[src/rtl/pwm_capture.sv]
// rtl/pwm_capture.sv - recovers duty, phase and wrap flag of one PWM waveform per time-counter window
module pwm_capture #(
    parameter int WIDTH = 13
) (
    input  logic             clk,
    input  logic             rst_n,
    input  logic [WIDTH-1:0] time_cnt,
    input  logic [WIDTH-1:0] cycle,
    input  logic             pwm_in,
    output logic [WIDTH-1:0] duty,
    output logic [WIDTH-1:0] phase,
    output logic             over,
    output logic             valid,
    output logic             err
);

    localparam int W1 = WIDTH + 1;

    logic             prev;
    logic             armed;
    logic             start_lvl;
    logic [1:0]       rise_cnt;
    logic [1:0]       fall_cnt;
    logic [WIDTH-1:0] l_pos;
    logic [WIDTH-1:0] r_pos;

    logic             dec_go;
    logic             d_s;
    logic [1:0]       d_rise;
    logic [1:0]       d_fall;
    logic [WIDTH-1:0] d_l;
    logic [WIDTH-1:0] d_r;
    logic [WIDTH-1:0] d_cycle;

    logic             rise;
    logic             fall;
    logic             open_win;
    logic             close_win;
    logic             live;
    logic [1:0]       base_rc;
    logic [1:0]       base_fc;
    logic [1:0]       n_rc;
    logic [1:0]       n_fc;
    logic [WIDTH-1:0] base_l;
    logic [WIDTH-1:0] base_r;
    logic [WIDTH-1:0] n_l;
    logic [WIDTH-1:0] n_r;
    logic             n_s;

    // Window statistics including the current sample; a TIME_CNT==0 sample restarts them.
    always_comb begin
        rise      = pwm_in & ~prev;
        fall      = ~pwm_in & prev;
        open_win  = (time_cnt == '0);
        close_win = (cycle != '0) && (time_cnt == cycle - WIDTH'(1));
        live      = open_win | armed;
        base_rc   = open_win ? 2'd0 : rise_cnt;
        base_fc   = open_win ? 2'd0 : fall_cnt;
        base_l    = open_win ? '0 : l_pos;
        base_r    = open_win ? '0 : r_pos;
        n_rc      = (rise && base_rc != 2'd2) ? base_rc + 2'd1 : base_rc;
        n_fc      = (fall && base_fc != 2'd2) ? base_fc + 2'd1 : base_fc;
        n_l       = (rise && base_rc == 2'd0) ? time_cnt : base_l;
        n_r       = (fall && base_fc == 2'd0) ? time_cnt : base_r;
        n_s       = open_win ? prev : start_lvl;
    end

    always_ff @(posedge clk or negedge rst_n) begin
        if (!rst_n) begin
            prev      <= 1'b0;
            armed     <= 1'b0;
            start_lvl <= 1'b0;
            rise_cnt  <= 2'd0;
            fall_cnt  <= 2'd0;
            l_pos     <= '0;
            r_pos     <= '0;
            dec_go    <= 1'b0;
            d_s       <= 1'b0;
            d_rise    <= 2'd0;
            d_fall    <= 2'd0;
            d_l       <= '0;
            d_r       <= '0;
            d_cycle   <= '0;
        end else begin
            prev      <= pwm_in;
            armed     <= live & ~close_win;
            start_lvl <= n_s;
            rise_cnt  <= n_rc;
            fall_cnt  <= n_fc;
            l_pos     <= n_l;
            r_pos     <= n_r;
            dec_go    <= live & close_win;
            // Snapshot frees the capture registers for the next window immediately.
            if (live && close_win) begin
                d_s     <= n_s;
                d_rise  <= n_rc;
                d_fall  <= n_fc;
                d_l     <= n_l;
                d_r     <= n_r;
                d_cycle <= cycle;
            end
        end
    end

    logic             bad;
    logic             no_edge;
    logic             dec_over;
    logic [W1-1:0]    cyc1;
    logic [W1-1:0]    l1;
    logic [W1-1:0]    r1;
    logic [W1-1:0]    dec_l;
    logic [W1-1:0]    dec_duty;
    logic [W1-1:0]    sum;
    logic [WIDTH-1:0] dec_phase;

    always_comb begin
        cyc1     = {1'b0, d_cycle};
        l1       = {1'b0, d_l};
        r1       = {1'b0, d_r};
        bad      = (d_rise == 2'd2) || (d_fall == 2'd2);
        no_edge  = (d_rise == 2'd0) && (d_fall == 2'd0);
        dec_l    = '0;
        dec_duty = '0;
        dec_over = 1'b0;
        if (no_edge) begin
            dec_duty = d_s ? cyc1 : '0;
        end else if (d_rise != 2'd0 && d_fall != 2'd0) begin
            dec_l = l1;
            if (r1 > l1) begin
                dec_duty = r1 - l1;
            end else begin
                dec_duty = r1 + cyc1 - l1;
                dec_over = 1'b1;
            end
        end else if (d_rise != 2'd0) begin
            dec_l    = l1;
            dec_duty = cyc1 - l1;
        end else begin
            dec_duty = r1;
        end
        sum = dec_l + (dec_duty >> 1);
        if (no_edge)
            dec_phase = '0;
        else if (sum >= cyc1)
            dec_phase = WIDTH'(sum - cyc1);
        else
            dec_phase = WIDTH'(sum);
    end

    always_ff @(posedge clk or negedge rst_n) begin
        if (!rst_n) begin
            duty  <= '0;
            phase <= '0;
            over  <= 1'b0;
            valid <= 1'b0;
            err   <= 1'b0;
        end else begin
            valid <= dec_go;
            if (dec_go) begin
                err <= bad;
                if (!bad) begin
                    duty  <= dec_duty[WIDTH-1:0];
                    phase <= dec_phase;
                    over  <= dec_over;
                end
            end
        end
    end

endmodule

[config.mk]
export PLATFORM = sky130hd
export DESIGN_NAME = pwm_capture
export DESIGN_NICKNAME = d
export VERILOG_FILES = /design/src/rtl/pwm_capture.sv
export SDC_FILE = /design/constraint.sdc
export NUM_CORES = 1
export LEC_CHECK = 0
export ABC_AREA = 1
export CAP_MARGIN = 20
export CORE_ASPECT_RATIO = 0.9
export CORE_MARGIN = 1.5
export CORE_UTILIZATION = 55
export DETAILED_ROUTE_END_ITERATION = 8
export GPL_TIMING_DRIVEN = 0
export MAX_ROUTING_LAYER = met4
export PLACE_DENSITY = 0.9
export RECOVER_POWER = 50
export SLEW_MARGIN = 20
export SYNTH_ARGS = -nofsm -noshare
export SYNTH_HDL_FRONTEND = slang
export SYNTH_SLANG_ARGS = --single-unit
[constraint.sdc]
create_clock -name clk -period 5.1 [get_ports clk]
set_clock_uncertainty 0.05 [all_clocks]
set_input_delay 1.02 -clock clk [delete_from_list [all_inputs] [get_ports clk]]
set_output_delay 1.02 -clock clk [all_outputs]
set_load 0.05 [all_outputs]
Word-level counts from Yosys, hierarchy flattened
Cells that the tools add are included.

Flip-flop bits (word level): 107. Bits of input ports: 29. Output and inout bits: 29. Word-level logic and storage cells: 84.

Add/sub/neg operators: 9. $lt $le $gt $ge: 2. Eq/ne operators: 5. Multiplexer cells: 22. Bitwise logic cells: 9. Reductions and logical operators: 18.

Operators by type and width (count): two-way mux 13 bit (10); two-way mux 14 bit (4); adder 13 x 13 -> 14 bit (2); subtractor 13 x 13 -> 14 bit (2); >= comparator 14 x 13 -> 1 bit (1); subtractor 14 x 13 -> 14 bit (1); equality test 13 bit (1); > comparator 13 bit (1); logical NOT 13 bit (1); nonzero test 13 bit (1); subtractor 13 x 1 -> 13 bit (second input constant) (1); subtractor 13 bit (1); logical AND 1 bit (8); logical NOT 2 bit (4); two-way mux 2 bit (4); adder 2 x 1 -> 2 bit (second input constant) (2); bitwise AND 1 bit (4); equality test 2 bit (second input constant) (2); two-way mux 1 bit (4); != test 2 bit (second input constant) (2); NOT 1 bit (4); nonzero test 2 bit (2); AND reduction 2 bit (1); logical OR 1 bit (1); bitwise OR 1 bit (1).

Longest topological paths before layout
Gate-level depths: netlist of run 1.

Depth after elaboration: 9. Depth in mapped cells: 37. Gate-level depth less buffers: 36.

Worst setup path after synthesis of run 1
No wires, ideal clock.

Kind: register -> register. Start: reg d_cycle[1]. End: reg phase[5]. Library setup time: 0.118 ns. Data arrival time: 4.722 ns. Required time: 4.932 ns. Path slack: 0.210 ns. Cell stages (with the launch flop): 32. Buffers on the path: 1. Period minus slack after synthesis: 4.890 ns. Cell sequence: dfrtp_1 > inv_1 > fa_1 > fa_1 > inv_1 > nand3_1 > nand2_1 > xor2_1 > inv_1 > nand2_1 > nand3_1 > nand2_1 > nand2_1 > o21ai_0 > ha_1 > nand2_1 > inv_1 > a21boi_0 > o21ai_0 > xnor2_1 > inv_1 > ha_1 > a21o_1 > a21oi_1 > nand3_1 > nand2_1 > inv_1 > o21ai_1 > buf_2 > nand3b_1 > nand3_1 > nand2_1.

Word-level cells in the longest chain between the ends: 9. Elaborated cells on any way between the ends: 13. Those cells by class: add/sub: 5; order compare: 1; mux: 7.

RTL lines: start, declared (line 33) `logic [WIDTH-1:0] d_cycle;`; start signal, assigned (line 100) `d_cycle <= cycle;`; adder 13 x 13 -> 14 bit (line 132) `dec_duty = r1 + cyc1 - l1;`; subtractor 14 x 13 -> 14 bit (line 132); two-way mux 14 bit (line 129) `if (r1 > l1) begin`; two-way mux 14 bit (*) (line 127) `end else if (d_rise != 2'd0 && d_fall != 2'd0) begin`; two-way mux 14 bit (*) (line 125) `if (no_edge) begin`; via dec_duty[4] (line 112) `logic [W1-1:0] dec_duty;`; adder 13 x 13 -> 14 bit (*) (line 141) `sum = dec_l + (dec_duty >> 1);`; subtractor 13 bit / >= comparator 14 x 13 -> 1 bit (equally long branches) (line 145, 144); two-way mux 13 bit (*) (line 144) `else if (sum >= cyc1)`; two-way mux 13 bit (*) (line 142) `if (no_edge)`; end signal, assigned (line 163) `phase <= dec_phase;`; end, declared (line 11) `output logic [WIDTH-1:0] phase,`.

Mark *: on every way through the listed nets, which the timed path passes. The rest lies on a longest branch. A chain may end at the register's enable or synchronous reset.

Final worst setup path of run 1
Start: reg d_l[5]. End: reg phase[6].

Word-level cells in the longest chain between the ends: 8. Elaborated cells on any way between the ends: 16. Those cells by class: add/sub: 5; order compare: 2; mux: 9.

RTL lines: start, declared (line 31) `logic [WIDTH-1:0] d_l;`; start signal, assigned (line 98) `d_l <= n_l;`; subtractor 14 x 13 -> 14 bit (tied with other cells) (line 132); two-way mux 14 bit (on tied branches) (line 129, 135); two-way mux 14 bit (*) (line 127); two-way mux 14 bit (*) (line 125); via dec_duty[7] (line 112); adder 13 x 13 -> 14 bit (*) (line 141); subtractor 13 bit / >= comparator 14 x 13 -> 1 bit (equally long branches) (line 145, 144); two-way mux 13 bit (*) (line 144); two-way mux 13 bit (*) (line 142).

Marks and branches as above.

==> results.txt, run 1 <==
# port buffers: 57
Crit path largest cell delay: 0.54 ns
Core Area: 16900 µm²
Min-delay src: phase[10]
Post-synth EDFFs: 0
Die area: 18100 µm²
Outcome: finished with violations
Antenna violations before repair: 0
Reg2reg start: d_l[5]
Nature of the critical path startpoint: register
Post-route worst setup slack: -0.145 ns
Syn-to-layout area delta: 27.7%
TritonRoute pass-1 iters: 5
Worst hold path depth: 2
Initial core utilization: 56.4%
Vias: 10300
CP most frequent cell: inv_1
CP max-delay cell: fa_1
Setup Viol. Count Final: 13
Yosys cell types: 46
CTS H-tree lvls: 3
Nets: 1660
Seq/Total Area, Yosys: 28.1%
Final Max Tran Viols: 110
R2R Path End: phase[6]
Max IR drop VDD: 0.202 mV
Worst hold path type: reg -> reg
IO Count: 58
Worst-skew pair later-pin latency: 0.38 ns
Max transition margin: -47.5%
Clk root buf: clkbuf_16
Vias/cell: 5.85
GRT overflow: 0
Final min period: 5.25 ns
Count leader, synth: nand2_1
Largest net degree at the start of global routing: 67
Post-CTS Hold Fix Bufs: 0
Std-Cell Rows: 45
DR iter-0 viols: 1104
Pleak: 0.00637 µW
Post-synth top cells: 453 x nand2_1, 218 x inv_1, 138 x nand3_1, 107 x dfrtp_1, 83 x nor2_1
R2R depth: 35
DRC violations left: 0
Synth Area per Inst: 6.75 µm²
Routed wire length: 33600 µm
Hpwl dp: 24900 µm
Routability cong.: 1.09
First-pass GRT wire length: 51700 µm
Synth Instances: 1411
DIE HEIGHT: 128 µm
Mapped Nets: 1527
Share of cells above drive strength 1: 20.7%
Max cap viols: 2
Top cell type's share of synthesized area: 28.1%
WS Path Type: reg -> reg
Crit path max fanout: 6
FFs w/ async S/R, synth: 100%
Num CTS Buffers: 9
Worst-path clk slew: 0.08 ns
Mapped Area: 9520 µm²
R2r setup slk: -0.15 ns
Ys Warns: 0
GRT Util Overall: 38.5%
Final worst path period share: 103%
Routed Antenna Nets: 0
Cell area power density: 174 nW/µm²
WL/cell: 19.1 µm
Maximum clock path buffer count: 2
Final number of hold-violating endpoints: 0
Worst setup EP type: register
Leading area contributor after synthesis: dfrtp_1
CP arrival: 5.50 ns
Placed cells: 1680
Synth Register Bits: 107
Slew @ Worst Pin: 2.21 ns
Die Wd: 142 µm
Crit. Startpoint: d_l[5]
Achievable Freq: 191 MHz
Critical Path RT: 5.36 ns
CTS tree: done
Prevailing post-synth register cell: dfrtp_1
Non-filler cells, final: 1760
Largest cells by area after synthesis: dfrtp_1 28%, nand2_1 18%, ha_1 9.2%
Failing checks: capacitance limit, slew limit, setup timing
Vias in the first global route: 9691
Antenna diode count: 0
Clk sinks: 107
Layout fillers: 1348
Unrepaired setup endpoints after global routing: true
Hold Path End: phase[10]
Setup TNS: -1.50 ns
==> area by class of cell <==
type | count | area, µm² | share of cell area (%)
Inverter | 225 | 861 | 7.08
Tap cell | 211 | 264 | 2.17
Buffer | 36 | 238 | 1.96
Timing Repair Buffer | 122 | 1060 | 8.73
Clock inverter | 7 | 108 | 0.885
Clock buffer | 9 | 225 | 1.85
Multi-Input combinational cell | 1043 | 6700 | 55.1
Sequential cell | 107 | 2700 | 22.2
==> where the power goes <==
part / internal [µW] / switching (µW)
logic: 113 / 229
clock network: 368 / 411
registers: 958 / 37.1
==> stage by stage <==
stage	total power, µW	util, %	setup WS [ns]	area (µm²)	hold WS [ns]
3_3_place_gp	1310	61.3	-1.33	10400	0.413
2_1_floorplan	1210	-	0.210	9520	0.325
6_report	2120	72.0	-0.145	12200	0.429
3_5_place_dp	1340	61.5	-1.39	10400	0.415
4_1_cts	2110	69.1	0.00333	11700	0.440
5_1_grt	2190	72.0	-0.491	12200	0.452
==> critical path: cells and delay by family (launching register included) <==
kind / cells / cell delay (ns)
compound gates: 4 / 0.69
fa+ha+maj: 4 / 1.35
xor+xnor: 2 / 0.32
simple gates: 16 / 1.55
flops: 1 / 0.40
buf+inv: 9 / 0.79
==> cells by family (layout without fill, tap and decap cells) <==
group | after synthesis | count (layout) | share of synthesized area (%)
flip-flops | 107 | 107 | 28.1
multiplexers | 1 | 1 | 0.105
XOR/XNOR | 46 | 46 | 4.31
AND/OR/NAND/NOR | 779 | 779 | 36.0
AO/OA/AOI/OAI | 130 | 130 | 7.58
adder cells (fa/ha/maj) | 87 | 87 | 12.8
buffers and inverters | 261 | 399 | 11.1
==> flip-flops by register name, summed over array words and instances, names as in the netlist, 2 cells and up <==
register and cells:
d_cycle 13, d_fall 2, d_l 13, d_r 13
d_rise 2, duty 13, fall_cnt 2, l_pos 13
phase 13, r_pos 13, rise_cnt 2
==> worst max path at each step <==
stage          cells after the start        end  slack [ns]
5_1_grt                           35   phase[6]       -0.49
3_3_place_gp                      32   phase[5]       -1.33
6_report                          35   phase[6]       -0.15
3_5_place_dp                      32   phase[6]       -1.39
2_1_floorplan                     31   phase[5]        0.21
4_1_cts                           34  phase[11]       0.003
==> layout by cell type, fill, tap and decap left out, types with 33 or more instances in the layout <==
cell             synthesis  final
nand2_1                453    414
inv_1                  218    191
nand3_1                138    121
dfrtp_1                107     88
nor2_1                  83     71
nand4_1                 64     64
buf_4                    1     61
clkdlybuf4s50_1          0     55
o21ai_0                 51     45
nand2_2                  5     38
a21oi_1                 47     35
ha_4                     0     33
==> layer usage <==
layer / track usage, % / routed length (µm) / vias to the layer above
met5: - / 0 / -
met4: 11.8 / 1120 / 0
met3: 6.54 / 3540 / 98
met2: 57.1 / 14600 / 574
met1: 54.1 / 14400 / 4848
li1: - / - / 4777
==> what timing repair did <==
item                                    CTS  global route
gates resized for setup                 151            82
setup buffers                            42            20
endpoints found under the setup margin   13            13
cloned                                    2             0
pin swaps                                29            54
Power figures use the tool's default switching activity.
==> run 2, diff against run 1 <==
Settings changed: RECOVER_POWER 50 to default.
==> run 2 against run 1 <==
  * The run ends with setup timing left
  * Critical path depth fell by 3
  * First-iteration DRC count up 7.3%
  * Fmax decreased by 0.41%
==> results.txt, run 2 (synthesized netlist as in run 1, its figures left out) <==
Outcome: finished with violations
Failing checks: setup timing
Clk root buf: clkbuf_16
Achievable Freq: 190 MHz
Core Area: 16900 µm²
Final Cell Area: 12200 µm²
Post-route worst setup slack: -0.167 ns
Cell area power density: 174 nW/µm²
CP max-delay cell: fa_1
WL/cell: 19.0 µm
Worst hold path depth: 2
Largest net degree at the start of global routing: 67
Sequential cell area: 2700 µm²
Non-filler cells, final: 1760
Worst hold path type: reg -> reg
Most frequent cells in the layout: 414 x nand2_1, 191 x inv_1, 121 x nand3_1, 88 x dfrtp_1, 71 x nor2_1
Layout fillers: 1345
Antenna violations before repair: 0
Die area: 18100 µm²
Clk sinks: 107
Setup TNS: -1.79 ns
Max IR drop VDD: 0.201 mV
Crit path largest cell delay: 0.46 ns
Maximum clock path buffer count: 2
Unrepaired setup endpoints after global routing: true
Final number of hold-violating endpoints: 0
GRT overflow: 0
Buf/Inv on CP: 6
Vias/cell: 5.81
Slew @ Worst Pin: 0.722 ns
Final Max Tran Viols: 0
IO Count: 58
DR iter-0 viols: 1185
Psw: 676 µW
Syn-to-layout area delta: 28.0%
Crit. Startpoint: d_cycle[5]
Min-delay src: phase[10]
CP arrival: 5.54 ns
Sequential power share: 47.0%
CTS tree: done
Setup Viol. Count Final: 13
CP delay by family, top: simple AND/OR/NAND/NOR gates
Placed cells: 1680
DRC violations left: 0
Worst-path clk slew: 0.10 ns
Crit path max fanout: 6
R2r setup slk: -0.17 ns
DIE HEIGHT: 128 µm
Worst setup EP type: register
Clk pwr share: 36.9%
Worst path depth: 32
WS Path Type: reg -> reg
First-pass GRT wire length: 51700 µm
Share of cells above drive strength 1: 20.7%
Critical Path RT: 5.37 ns
Final worst path period share: 103%
Routed wire length: 33400 µm
Nets: 1660
Routed Antenna Nets: 0
# port buffers: 57
CTS H-tree lvls: 3
Std-Cell Rows: 45
Hpwl dp: 24900 µm
Pleak: 0.00639 µW
Die Wd: 142 µm
R2R depth: 32
Vias: 10200
GRT Util Overall: 38.5%
Post-CTS Hold Fix Bufs: 0
Final min period: 5.27 ns
Initial core utilization: 56.4%
Placed Area: 10400 µm²
Max transition margin: 51.8%
Most common cell after layout, fill and taps aside: nand2_1
Nature of the critical path startpoint: register
Part of the power in combinational logic: 16.1%
Footprint of the multi-input gates: 6700 µm²
Worst-skew pair later-pin latency: 0.38 ns
Antenna diode count: 0
Routability cong.: 1.09
Max cap viols: 0
Num CTS Buffers: 9
CP most frequent cell: nand2_2
Pint: 1440 µW
Reg2reg start: d_cycle[5]
TritonRoute pass-1 iters: 7
Vias in the first global route: 9691
Switch share: 31.9%
-- run 2: worst paths after layout --
check	to
max in group asynchronous	d_cycle[0]
min reg2reg	phase[10]
min in group asynchronous	prev
max reg2reg	phase[5]
min	phase[10]
max	phase[5]
-- run 2: worst reg2reg max path: cells and delay by family (launching register included) --
family	cells	cell delay (ns)
flops	1	0.42
fa+ha+maj	4	1.25
xor+xnor	2	0.40
buf+inv	6	0.69
compound gates	4	0.74
simple gates	16	1.65
-- run 2: timing repair --
item,4_1_cts,5_1_grt
endpoints found under the setup margin,13,13
gates cloned,2,0
setup buffers,42,20
pin swaps,29,54
resized for setup,151,82
-- run 2: metrics by stage --
stage	hold slack, ns	util [%]	power (µW)	setup WS (ns)
floorplan	0.325	-	1210	0.210
CTS	0.440	69.1	2110	0.00333
finish	0.430	72.2	2120	-0.167
global route	0.452	72.2	2190	-0.491
detailed placement	0.415	61.5	1340	-1.39
global placement	0.413	61.3	1310	-1.33
-- run 2: final cells by class --
cell class,count,area share [%]
clock inverters,7,0.883
multi-input cells,1043,55.0
flip-flops and latches,107,22.2
plain buffers,36,1.95
well taps,211,2.17
clock buffers,9,1.85
inverters,225,7.06
repair buffers,122,8.95
-- run 2: per-layer routing --
layer | global-route usage, % | part of all wire (%) | vias up
met5 | - | 0 | -
met4 | 11.8 | 3.3 | 0
met3 | 6.54 | 10 | 95
met2 | 57.1 | 43 | 545
met1 | 54.1 | 43 | 4803
li1 | - | - | 4782
-- run 2: power by group through the flow --
stage | logic [µW] | clock network, µW | registers [µW]
4_1_cts | 333 | 778 | 994
3_5_place_dp | 331 | 0 | 1010
3_3_place_gp | 306 | 0 | 1000
2_1_floorplan | 211 | 0 | 996
5_1_grt | 377 | 811 | 1000
6_report | 342 | 780 | 995
==> run 3, diff against run 2 <==
Settings changed: SLEW_MARGIN 20 to 30.
==> results of run 3 <==
The final DEF is identical to that of run 2; final timing and power are the same.
